[src/rtl/hazard_ctrl_if.sv]
// Pipeline-side signal bundle for the hazard controller: per-stage instructions and
// write enables in, stall/flush/forwarding controls and statistics out.
interface hazard_ctrl_if #(
    parameter int unsigned CNT_W = 16
);
    logic [31:0]      i_id_inst;
    logic [31:0]      i_ex_inst;
    logic [31:0]      i_mem_inst;
    logic [31:0]      i_wb_inst;
    logic             i_id_rs1_en;
    logic             i_id_rs2_en;
    logic             i_ex_reg_wren;
    logic             i_mem_reg_wren;
    logic             i_wb_reg_wren;
    logic             i_ex_breq;
    logic             i_ex_brlt;
    logic             o_stall;
    logic             o_flush;
    logic [1:0]       o_fwd_rs1;
    logic [1:0]       o_fwd_rs2;
    logic [CNT_W-1:0] o_stall_cnt;
    logic [CNT_W-1:0] o_flush_cnt;

    modport master (
        output i_id_inst, i_ex_inst, i_mem_inst, i_wb_inst,
        output i_id_rs1_en, i_id_rs2_en,
        output i_ex_reg_wren, i_mem_reg_wren, i_wb_reg_wren,
        output i_ex_breq, i_ex_brlt,
        input  o_stall, o_flush, o_fwd_rs1, o_fwd_rs2, o_stall_cnt, o_flush_cnt
    );

    modport slave (
        input  i_id_inst, i_ex_inst, i_mem_inst, i_wb_inst,
        input  i_id_rs1_en, i_id_rs2_en,
        input  i_ex_reg_wren, i_mem_reg_wren, i_wb_reg_wren,
        input  i_ex_breq, i_ex_brlt,
        output o_stall, o_flush, o_fwd_rs1, o_fwd_rs2, o_stall_cnt, o_flush_cnt
    );
endinterface

[src/rtl/hazard_ctrl.sv]
// Five-stage pipeline hazard unit: load-use scoreboard, branch/jump flush with hold,
// operand forwarding selects and saturating stall/flush event counters.
module hazard_ctrl #(
    parameter int unsigned LOAD_LAT  = 2,
    parameter int unsigned FLUSH_CYC = 1,
    parameter int unsigned CNT_W     = 16
) (
    input logic          i_clk,
    input logic          i_rst_n,
    hazard_ctrl_if.slave bus
);
    localparam logic [1:0] LoadInit = 2'(LOAD_LAT - 1);
    localparam logic [1:0] HoldInit = 2'(FLUSH_CYC - 1);
    localparam logic [4:0] OpLoad   = 5'b00000;
    localparam logic [4:0] OpBranch = 5'b11000;
    localparam logic [4:0] OpJal    = 5'b11011;
    localparam logic [4:0] OpJalr   = 5'b11001;

    logic [4:0] ex_op, mem_op, wb_op;
    logic [4:0] ex_rd, mem_rd, wb_rd;
    logic [2:0] ex_f3;
    logic       ex_load, mem_load, wb_load;

    assign ex_op    = bus.i_ex_inst[6:2];
    assign mem_op   = bus.i_mem_inst[6:2];
    assign wb_op    = bus.i_wb_inst[6:2];
    assign ex_rd    = bus.i_ex_inst[11:7];
    assign mem_rd   = bus.i_mem_inst[11:7];
    assign wb_rd    = bus.i_wb_inst[11:7];
    assign ex_f3    = bus.i_ex_inst[14:12];
    assign ex_load  = (ex_op == OpLoad);
    assign mem_load = (mem_op == OpLoad);
    assign wb_load  = (wb_op == OpLoad);

    logic [1:0][4:0] rs;
    logic [1:0]      rs_en;

    assign rs[0]    = bus.i_id_inst[19:15];
    assign rs[1]    = bus.i_id_inst[24:20];
    assign rs_en[0] = bus.i_id_rs1_en;
    assign rs_en[1] = bus.i_id_rs2_en;

    logic                unused_bits;
    assign unused_bits = ^{bus.i_id_inst[31:25], bus.i_id_inst[14:0], bus.i_ex_inst[31:15],
                           bus.i_ex_inst[1:0], bus.i_mem_inst[31:12], bus.i_mem_inst[1:0],
                           bus.i_wb_inst[31:12], bus.i_wb_inst[1:0]};

    logic [31:0][1:0] sb_q, sb_d;
    logic [1:0]       hold_q, hold_d;
    logic [CNT_W-1:0] stall_cnt_q, stall_cnt_d;
    logic [CNT_W-1:0] flush_cnt_q, flush_cnt_d;

    logic       redirect, flush, stall, ld_fire;
    logic [1:0] haz;
    logic [1:0][1:0] fwd;

    always_comb begin
        redirect = 1'b0;
        if (ex_op == OpBranch) begin
            unique case (ex_f3)
                3'b000:          redirect = bus.i_ex_breq;
                3'b001:          redirect = !bus.i_ex_breq;
                3'b100, 3'b110:  redirect = bus.i_ex_brlt;
                3'b101, 3'b111:  redirect = !bus.i_ex_brlt;
                default:         redirect = 1'b0;
            endcase
        end else if (ex_op == OpJal || ex_op == OpJalr) begin
            redirect = 1'b1;
        end
    end

    // Gated by reset so a redirect sitting in EX cannot flush while held in reset.
    assign flush = i_rst_n && (redirect || hold_q != 2'd0);

    // Nearest writer decides; an in-flight load there yields regfile select (the stall covers it).
    always_comb begin
        for (int i = 0; i < 2; i++) begin
            haz[i] = 1'b0;
            fwd[i] = 2'd0;
            if (rs_en[i] && rs[i] != 5'd0) begin
                haz[i] = (ex_load && bus.i_ex_reg_wren && ex_rd == rs[i]) ||
                         (sb_q[rs[i]] != 2'd0);
                if (bus.i_ex_reg_wren && ex_rd == rs[i]) begin
                    fwd[i] = ex_load ? 2'd0 : 2'd1;
                end else if (bus.i_mem_reg_wren && mem_rd == rs[i]) begin
                    fwd[i] = (!mem_load || LOAD_LAT == 1) ? 2'd2 : 2'd0;
                end else if (bus.i_wb_reg_wren && wb_rd == rs[i]) begin
                    fwd[i] = (!wb_load || LOAD_LAT <= 2) ? 2'd3 : 2'd0;
                end
            end
        end
    end

    assign stall   = (haz[0] || haz[1]) && !flush;
    assign ld_fire = ex_load && bus.i_ex_reg_wren && ex_rd != 5'd0 && !flush;

    always_comb begin
        sb_d = '0;
        for (int r = 1; r < 32; r++) begin
            if (ld_fire && ex_rd == 5'(r)) begin
                sb_d[r] = LoadInit;
            end else if (sb_q[r] != 2'd0) begin
                sb_d[r] = sb_q[r] - 2'd1;
            end
        end
    end

    always_comb begin
        hold_d = 2'd0;
        if (redirect) begin
            hold_d = HoldInit;
        end else if (hold_q != 2'd0) begin
            hold_d = hold_q - 2'd1;
        end
        stall_cnt_d = stall_cnt_q;
        if (stall && stall_cnt_q != '1) begin
            stall_cnt_d = stall_cnt_q + 1'b1;
        end
        flush_cnt_d = flush_cnt_q;
        if (redirect && flush_cnt_q != '1) begin
            flush_cnt_d = flush_cnt_q + 1'b1;
        end
    end

    always_ff @(posedge i_clk or negedge i_rst_n) begin
        if (!i_rst_n) begin
            sb_q        <= '0;
            hold_q      <= 2'd0;
            stall_cnt_q <= '0;
            flush_cnt_q <= '0;
        end else begin
            sb_q        <= sb_d;
            hold_q      <= hold_d;
            stall_cnt_q <= stall_cnt_d;
            flush_cnt_q <= flush_cnt_d;
        end
    end

    assign bus.o_stall     = stall;
    assign bus.o_flush     = flush;
    assign bus.o_fwd_rs1   = fwd[0];
    assign bus.o_fwd_rs2   = fwd[1];
    assign bus.o_stall_cnt = stall_cnt_q;
    assign bus.o_flush_cnt = flush_cnt_q;
endmodule

[src/flat_wrapper.sv]
// flat-port wrapper written by rule: the top's interface ports become plain ports
module hazard_ctrl_flat 
#(
    parameter int unsigned LOAD_LAT  = 2,
    parameter int unsigned FLUSH_CYC = 1,
    parameter int unsigned CNT_W     = 16
)
  (i_clk, i_rst_n, bus_i_id_inst, bus_i_ex_inst, bus_i_mem_inst, bus_i_wb_inst, bus_i_id_rs1_en, bus_i_id_rs2_en, bus_i_ex_reg_wren, bus_i_mem_reg_wren, bus_i_wb_reg_wren, bus_i_ex_breq, bus_i_ex_brlt, bus_o_stall, bus_o_flush, bus_o_fwd_rs1, bus_o_fwd_rs2, bus_o_stall_cnt, bus_o_flush_cnt);
  hazard_ctrl_if #(.CNT_W(CNT_W)) bus_i ();
  input logic i_clk;
  input logic i_rst_n;
  input wire logic [$bits(bus_i.i_id_inst)-1:0] bus_i_id_inst;
  input wire logic [$bits(bus_i.i_ex_inst)-1:0] bus_i_ex_inst;
  input wire logic [$bits(bus_i.i_mem_inst)-1:0] bus_i_mem_inst;
  input wire logic [$bits(bus_i.i_wb_inst)-1:0] bus_i_wb_inst;
  input wire logic [$bits(bus_i.i_id_rs1_en)-1:0] bus_i_id_rs1_en;
  input wire logic [$bits(bus_i.i_id_rs2_en)-1:0] bus_i_id_rs2_en;
  input wire logic [$bits(bus_i.i_ex_reg_wren)-1:0] bus_i_ex_reg_wren;
  input wire logic [$bits(bus_i.i_mem_reg_wren)-1:0] bus_i_mem_reg_wren;
  input wire logic [$bits(bus_i.i_wb_reg_wren)-1:0] bus_i_wb_reg_wren;
  input wire logic [$bits(bus_i.i_ex_breq)-1:0] bus_i_ex_breq;
  input wire logic [$bits(bus_i.i_ex_brlt)-1:0] bus_i_ex_brlt;
  output wire logic [$bits(bus_i.o_stall)-1:0] bus_o_stall;
  output wire logic [$bits(bus_i.o_flush)-1:0] bus_o_flush;
  output wire logic [$bits(bus_i.o_fwd_rs1)-1:0] bus_o_fwd_rs1;
  output wire logic [$bits(bus_i.o_fwd_rs2)-1:0] bus_o_fwd_rs2;
  output wire logic [$bits(bus_i.o_stall_cnt)-1:0] bus_o_stall_cnt;
  output wire logic [$bits(bus_i.o_flush_cnt)-1:0] bus_o_flush_cnt;
  assign bus_i.i_id_inst = bus_i_id_inst;
  assign bus_i.i_ex_inst = bus_i_ex_inst;
  assign bus_i.i_mem_inst = bus_i_mem_inst;
  assign bus_i.i_wb_inst = bus_i_wb_inst;
  assign bus_i.i_id_rs1_en = bus_i_id_rs1_en;
  assign bus_i.i_id_rs2_en = bus_i_id_rs2_en;
  assign bus_i.i_ex_reg_wren = bus_i_ex_reg_wren;
  assign bus_i.i_mem_reg_wren = bus_i_mem_reg_wren;
  assign bus_i.i_wb_reg_wren = bus_i_wb_reg_wren;
  assign bus_i.i_ex_breq = bus_i_ex_breq;
  assign bus_i.i_ex_brlt = bus_i_ex_brlt;
  assign bus_o_stall = bus_i.o_stall;
  assign bus_o_flush = bus_i.o_flush;
  assign bus_o_fwd_rs1 = bus_i.o_fwd_rs1;
  assign bus_o_fwd_rs2 = bus_i.o_fwd_rs2;
  assign bus_o_stall_cnt = bus_i.o_stall_cnt;
  assign bus_o_flush_cnt = bus_i.o_flush_cnt;
  hazard_ctrl #(.LOAD_LAT(LOAD_LAT), .FLUSH_CYC(FLUSH_CYC), .CNT_W(CNT_W)) u_core (.i_clk(i_clk), .i_rst_n(i_rst_n), .bus(bus_i));
endmodule
[config.mk]
export PLATFORM = sky130hd
export DESIGN_NAME = hazard_ctrl_flat
export DESIGN_NICKNAME = d
export VERILOG_FILES = /design/src/rtl/hazard_ctrl_if.sv /design/src/rtl/hazard_ctrl.sv /design/src/flat_wrapper.sv
export SDC_FILE = /design/constraint.sdc
export NUM_CORES = 1
export LEC_CHECK = 0
export CAP_MARGIN = 10
export CORE_MARGIN = 4
export CORE_UTILIZATION = 49
export CTS_CLUSTER_SIZE = 8
export DETAILED_ROUTE_END_ITERATION = 10
export GPL_TIMING_DRIVEN = 0
export PLACE_DENSITY = 0.86
export SLEW_MARGIN = 20
export SYNTH_ARGS = -nofsm -noshare
export SYNTH_HDL_FRONTEND = slang
export SYNTH_SLANG_ARGS = --single-unit
[constraint.sdc]
create_clock -name i_clk -period 7.05 [get_ports i_clk]
set_input_delay 0.705 -clock i_clk [delete_from_list [all_inputs] [get_ports i_clk]]
set_output_delay 0.705 -clock i_clk [all_outputs]
set_load 0.005 [all_outputs]
# Word level (Yosys, flattened, before mapping)

Index checks and enable logic that the tools add are counted.

Register bits after elaboration: 96
Output and inout port bits: 38

Add/sub/neg operators: 34
Order comparisons: 2
Equal/unequal tests: 47
Mux-type cells: 83
Reduce and logical (&&, ||, !) cells: 98

Operator list:

| cell                  | count |
|---|---|
| $mux 2                | 75 |
| $eq 5x5->1 const B    | 19 |
| $reduce_bool 2->1     | 34 |
| $sub 2x1->2 const B   | 32 |
| $logic_and 1x1->1     | 48 |
| $eq 5x4->1 const B    | 8 |
| $add 16x1->16 const B | 2 |
| $ne 16x16->1 const B  | 2 |
| $eq 5x5->1            | 6 |
| $bmux 2 s5            | 2 |
| $eq 5x3->1 const B    | 4 |
| $reduce_bool 5->1     | 3 |
| $eq 3x3->1 const B    | 4 |
| $lt 5x6->1 const B    | 2 |
| $eq 5x2->1 const B    | 2 |
| $logic_not 5->1       | 2 |
| $eq 5x1->1 const B    | 1 |
| $logic_or 1x1->1      | 5 |
| $mux 1                | 5 |
| $pmux 1 s4            | 1 |
| $reduce_or 2->1       | 2 |
| $eq 3x1->1 const B    | 1 |
| $logic_not 1->1       | 3 |
| $logic_not 3->1       | 1 |

# Depth between registers and ports, before layout

Gate-level depths: netlist of run 1.

Depth in word-level cells: 10
Mapped depth: 10
Mapped depth without buffers: 9

# Least setup slack after synthesis of run 1

OpenSTA, ideal clock, no wires.

Path kind: input to output
From: input bus_i_id_inst[15]
To: output bus_o_stall
Arrival: 2370 ps
Data required time: 6345 ps
Slack: 3975 ps
Stages on the path: 9
Cell sequence: buf_4 -> inv_2 -> mux4_2 -> mux2i_1 -> nand3_1 -> a31o_2 -> o2111ai_4 -> buf_6 -> and2_1

Longest elaborated chain between the ends: 7
Elaborated cells on any way between the ends: 11
Classes of those cells: 1 x eq/ne; 3 x mux; 7 x reduce/logical

Ends and longest elaborated chain:

| item                         | RTL line           | RTL |
|---|---|---|
| start, declared              | flat_wrapper.sv:12 | `input wire logic [$bits(bus_i.i_id_inst)-1:0] bus_i_id_inst;` |
| $bmux 2 s5                   | hazard_ctrl.sv:82  | `(sb_q[rs[i]] != 2'd0);` |
| $mux 2 (implied by the code) | hazard_ctrl.sv:82  |  |
| $reduce_bool 2->1            | hazard_ctrl.sv:82  |  |
| $logic_or 1x1->1             | hazard_ctrl.sv:81  | `haz[i] = (ex_load && bus.i_ex_reg_wren && ex_rd == rs[i]) \|\|` |
| $mux 1 *                     | hazard_ctrl.sv:80  | `if (rs_en[i] && rs[i] != 5'd0) begin` |
| $logic_or 1x1->1 *           | hazard_ctrl.sv:94  | `assign stall = (haz[0] \|\| haz[1]) && !flush;` |
| $logic_and 1x1->1 *          | hazard_ctrl.sv:94  |  |
| end, declared                | flat_wrapper.sv:23 | `output wire logic [$bits(bus_i.o_stall)-1:0] bus_o_stall;` |

Every way passes the cells marked *; elsewhere a longest branch is shown, timed or not. The select of a mux whose other input is x is not followed.

# Worst setup path after layout of run 1

From: input bus_i_id_inst[16]
To: output bus_o_stall

The elaborated chain is that of the path after synthesis.

==> reports/qor.yml, run 1 <==
grt_overflow_total: 0
clockRootBuffer: "clkbuf_8"
htreeDepth: 3
yosys_warnings: 0
final_area_um2: 6230
crit_type: "in -> out"
drcViolationCount: 0
synthToLayoutAreaGrowth_pct: 22.9
postCtsHoldBufs: 0
ant_nets: 0
dieHeight_um: 110
relSlewSlack_pct: 60.2
syn-cell-area_um2: 5070
peakVddDrop_uv: 128
clock-sinks: 96
period_share_pct: 61.9
ios: 175
synth_flop_cell: "dfrtp_1"
nFillCells: 802
core_um2: 9910
worstSetupStartpoint: "bus_i_id_inst[16]"
drt_iter0_drc: 409
cts_tree: "built"
fp.dieW_um: 110
yosysMostFrequentCell: "dfrtp_1"
start_util_pct: 51.1
crit_fanout: 10
cts_resized: 0
crit_arrival_ps: 3660
clock_skew_ps: 14.1
synth_cell_types: 49
syn-instance-count: 522
numCtsBuffers: 9
power.leakage_nw: 2.72
hp-class: "in -> async"
worstSetupEndpointType: "output port"
fin_crit_ps: 4360
cts_setup_buffers: 0
fin_nets: 749
syn_avg_cell_area_um2: 9.71
r2r_end: "u_core.bus.o_stall_cnt[1]$_DFFE_PN0P_"
cpMostUsedCell: "clkdlybuf4s50_1"
path_cells: "clkdlybuf4s50_1 -> inv_1 -> mux4_2 -> mux2i_1 -> a32oi_1 -> a31o_2 -> o2111ai_4 -> buf_6 -> and2_1 -> clkdlybuf4s50_1"
routed_wl_mm: 12.9
ys_seq_elements: 96
syn_nets: 661
cp_top_family: "buffers and inverters"
multi_input_area_um2: 2430
max_freq_mhz: 229
worst_pin_slew_ps: 592
p_total_mw: 1.21
core.rowCount: 36
grt_max_degree: 56
synth_edf_count: 0
first_pass_iters: 5
place_hpwl_mm: 9.59
grt_pass1_vias: 4323
clkLatencyLatePin_ps: 360
path_clk_slew_ps: 100
viasPerCell: 5.83
required_ps: 6340
rsz0062_at_grt: "no"
r2r_cells: 6
grt_first_pass_wirelength_mm: 20.6
antenna_found_initial: 0
synth_common_cells: "96 x dfrtp_1, 48 x nor2_1, 44 x and3_1, 39 x nand2_1, 37 x inv_1"
place.gp.congestion: 0.950
grt_use_total_pct: 21.8
power.density_nw_per_um2: 194
portBuffers: 76
yosysTopAreaCellShare_pct: 47.4
drive_gt1_share_pct: 6.67
vias: 4360
clockBufferDepth: 2
setup_tns_ps: 0
setup_viol: 0
wl_per_cell_um: 17.2
yosysSeqAreaShare_pct: 47.4
synth.area.top_cells: "dfrtp_1 47%, xor2_1 6.0%, and3_1 5.4%"
r2r-start: "u_core.sb_q[40]$_DFF_PN0_"
placed_cell_area_um2: 6020
status: "finished, final reports clean"
hold_viol: 0
cpMaxStageDelayCell: "mux4_2"
critPathMaxStageDelay_ps: 560
synthArstFlopShare_pct: 100
synth_top_area_cell: "dfrtp_1"
cp_num_buf_inv: 4
drv_slew: 0
diodes: 0
r2r_slack_ps: 4600
maxCapViolCount: 0
start_kind: "input pin"
die_area_um2: 12000
regArea_um2: 2400
cell families after synthesis:
kind of cell               share of synthesized area [%]
AOI/OAI and AO/OA                                   8.47
DFF                                                 47.4
muxes                                               6.40
buffers and inverters                               4.62
adders and majority gates                          0.494
xor gates and xnor gates                            10.2
and+or+nand+nor                                     22.4
final cells by class:
| class | instances | area share, % |
|---|---|---|
| buffer | 17 | 1.47 |
| clock buffer | 10 | 2.21 |
| clock inverter | 6 | 1.08 |
| inverter | 38 | 2.29 |
| multi-input combinational | 371 | 39.0 |
| sequential | 96 | 38.6 |
| tap | 133 | 2.67 |
| timing repair buffer | 77 | 12.7 |
how the worst max path moves through the flow:
stage,end,cells after the start
6_report,bus_o_stall,10
3_5_place_dp,bus_o_stall,8
3_3_place_gp,bus_o_flush,4
2_1_floorplan,bus_o_stall,9
4_1_cts,bus_o_stall,8
5_1_grt,bus_o_stall,10
worst reg2reg max path, stage by stage, from the launching register on:
cell and delay (ps):
dfrtp_1 380, nor2_1 70, mux4_1 500, mux4_2 520, o2111ai_4 330, and2_1 230, mux2_1 320
flip-flops by register name, summed over array words and instances, names as in the netlist:
signal                  flops
u_core.bus.o_flush_cnt     16
u_core.bus.o_stall_cnt     16
u_core.hold_q               2
u_core.sb_q                62
layer usage:
| metal | GRT usage [%] | share of wire (%) | vias up |
|---|---|---|---|
| li1 | - | - | 1996 |
| met1 | 29.8 | 42 | 2141 |
| met2 | 35.3 | 49 | 198 |
| met3 | 3.64 | 7.3 | 25 |
| met4 | 8.01 | 2.3 | 0 |
| met5 | 0 | 0 | - |
power breakdown:
group          switching [mW]  internal [mW]
clock                   0.200          0.175
combinational          0.0975          0.118
sequential             0.0368          0.578
through the flow:
| step | worst slack (ps) | utilization, % | hold WS [ps] | instances |
|---|---|---|---|---|
| 2_1_floorplan | 3980 | - | 409 | 522 |
| 3_3_place_gp | 539 | 60.5 | 428 | 731 |
| 3_5_place_dp | 2710 | 60.8 | 443 | 732 |
| 4_1_cts | 2700 | 62.9 | 255 | 748 |
| 5_1_grt | 2560 | 62.9 | 259 | 748 |
| 6_report | 2690 | 62.9 | 240 | 748 |
placed cells by master (no fill, tap or decap), types with 8 or more instances in the layout:
master           instances
and3_1                  44
clkbuf_8                10
nor3_1                  23
dfrtp_1                 96
o21ai_0                 35
clkdlybuf4s50_1         75
nand3_1                 32
xnor2_1                 24
xor2_1                  35
inv_1                   37
mux4_2                   8
nand2_1                 39
nor2_1                  48
a21oi_1                 11
Power figures use the tool's default switching activity.
==> run 2: changes to the inputs <==
Settings changed: CORE_UTILIZATION 49 to 41, PLACE_DENSITY 0.86 to 0.76.
Clock period 7.05 ns to 4 ns, I/O delays scaled along.
==> reports/qor.yml, run 2 (synthesized netlist as in run 1, its figures left out) <==
status: "finished, final reports clean"
place_hpwl_mm: 9.59
place.gp.congestion: 0.938
clkLatencyLatePin_ps: 340
crit_fanout: 10
period_share_pct: 93.5
setup_viol: 0
start_util_pct: 42.0
htreeDepth: 3
die_area_um2: 14200
power.leakage_nw: 2.76
met1_usage_pct: 24.2
setup_tns_ps: 0
post-place-cells: 767
crit_type: "in -> out"
fin_ws_ps: 259
rsz0062_at_grt: "no"
use_met2_pct: 30.0
utilization_pct: 52.7
synthToLayoutAreaGrowth_pct: 25.4
core_um2: 12100
peakVddDrop_uv: 200
ant_nets: 0
grt_first_pass_wirelength_mm: 21.2
grt_use_met3_pct: 4.04
hp-class: "reg -> reg"
top_register: "u_core.sb_q"
routed_wl_mm: 13.0
relSlewSlack_pct: 61.5
clockRootBuffer: "clkbuf_16"
multi_input_area_um2: 2430
cts_tree: "built"
largest_reg_flops: 62
numCtsBuffers: 9
portBuffers: 76
fin_crit_ps: 3740
required_ps: 3600
drcViolationCount: 0
cts_resized: 0
viasPerCell: 5.48
clock-sinks: 96
cts_setup_buffers: 0
start_kind: "input pin"
place_ws_ps: 290
antenna_found_initial: 0
grt_pass1_vias: 4320
power.density_nw_per_um2: 356
drv_slew: 0
grt_use_total_pct: 18.3
regArea_um2: 2400
crit_arrival_ps: 3340
r2r_slack_ps: 1520
final_cells: 784
core.rowCount: 40
cpMaxStageDelayCell: "clkdlybuf4s50_1"
first_pass_iters: 5
dieHeight_um: 119
drt_iter0_drc: 394
max_freq_mhz: 267
clock_skew_ps: 4.53
grt_max_degree: 66
diodes: 0
worstSetupEndpointType: "output port"
path_clk_slew_ps: 60
critPathMaxStageDelay_ps: 610
nFillCells: 1067
maxCapViolCount: 0
path_cells: "clkdlybuf4s50_1 -> buf_2 -> mux4_2 -> mux4_2 -> o2111ai_4 -> buf_6 -> and2_1 -> clkdlybuf4s50_1"
vias: 4296
hold_viol: 0
ios: 175
clockBufferDepth: 2
layout_common_cells: "96 x dfrtp_1, 75 x clkdlybuf4s50_1, 48 x nor2_1, 44 x and3_1, 39 x nand2_1"
drive_gt1_share_pct: 6.17
fp.dieW_um: 119
wl_per_cell_um: 16.5
fin_nets: 750
worst_pin_slew_ps: 572
final_common_cell: "dfrtp_1"
grt-busiest-layer: "met2"
grt_overflow_total: 0
-- run 2: cell types whose count changed in the layout (fill, tap and decap cells not counted), sizes merged --
cell         change
bufinv           -1
clkbuf           +4
clkinvlp         -2
dlygate4sd3      +1
inv              -1
-- run 2: power breakdown --
part           internal, mW  switching [mW]
Sequential             1.02          0.0644
Clock                 0.456           0.341
Combinational         0.209           0.171
-- run 2: final timing paths --
check	startpoint	endpoint	depth (start not counted)
min reg2reg	u_core.hold_q[0]$_DFF_PN0_	u_core.hold_q[0]$_DFF_PN0_	1
min in group asynchronous	i_rst_n	u_core.sb_q[16]$_DFF_PN0_	2
max in group asynchronous	i_rst_n	u_core.sb_q[42]$_DFF_PN0_	3
min	u_core.hold_q[0]$_DFF_PN0_	u_core.hold_q[0]$_DFF_PN0_	1
max	bus_i_id_inst[20]	bus_o_stall	8
max reg2reg	u_core.sb_q[34]$_DFF_PN0_	u_core.bus.o_stall_cnt[1]$_DFFE_PN0P_	6
-- run 2: critical path: cells and delay by family --
kind            cells  cell delay [ps]
buf+inv             4             1620
mux                 2              870
compound gates      1              330
simple gates        1              120
-- run 2: cell type report --
type	count	share of cell area, %
Tap cell	168	3.31
Buffer	17	1.44
Multi-Input combinational cell	371	38.3
Timing Repair Buffer	78	12.6
Clock inverter	2	0.217
Sequential cell	96	37.8
Clock buffer	14	4.15
Inverter	38	2.24
-- run 2: through the flow --
step           hold WS, ps  instance area, µm²  power (mW)
4_1_cts                446                6350        2.29
3_3_place_gp           428                6040        1.46
6_report               441                6350        2.26
2_1_floorplan          104                5070        1.25
5_1_grt                474                6350        2.37
3_5_place_dp           310                6070        1.48
-- run 2: routing by layer --
metal	vias up	part of all wire (%)
li1	1992	-
met1	2100	43
met2	180	48
met3	24	7.0
met4	0	1.8
met5	-	0
-- run 2: repair_timing --
action	CTS	global route
hold buffers	1	0
setup endpoints to repair	0	0
hold endpoints to repair	33	0
==> run 3: changes to the inputs <==
Settings changed: CTS_CLUSTER_DIAMETER set to 200.
==> results of run 3 <==
Final layout, timing and power as in run 2 (identical DEF).
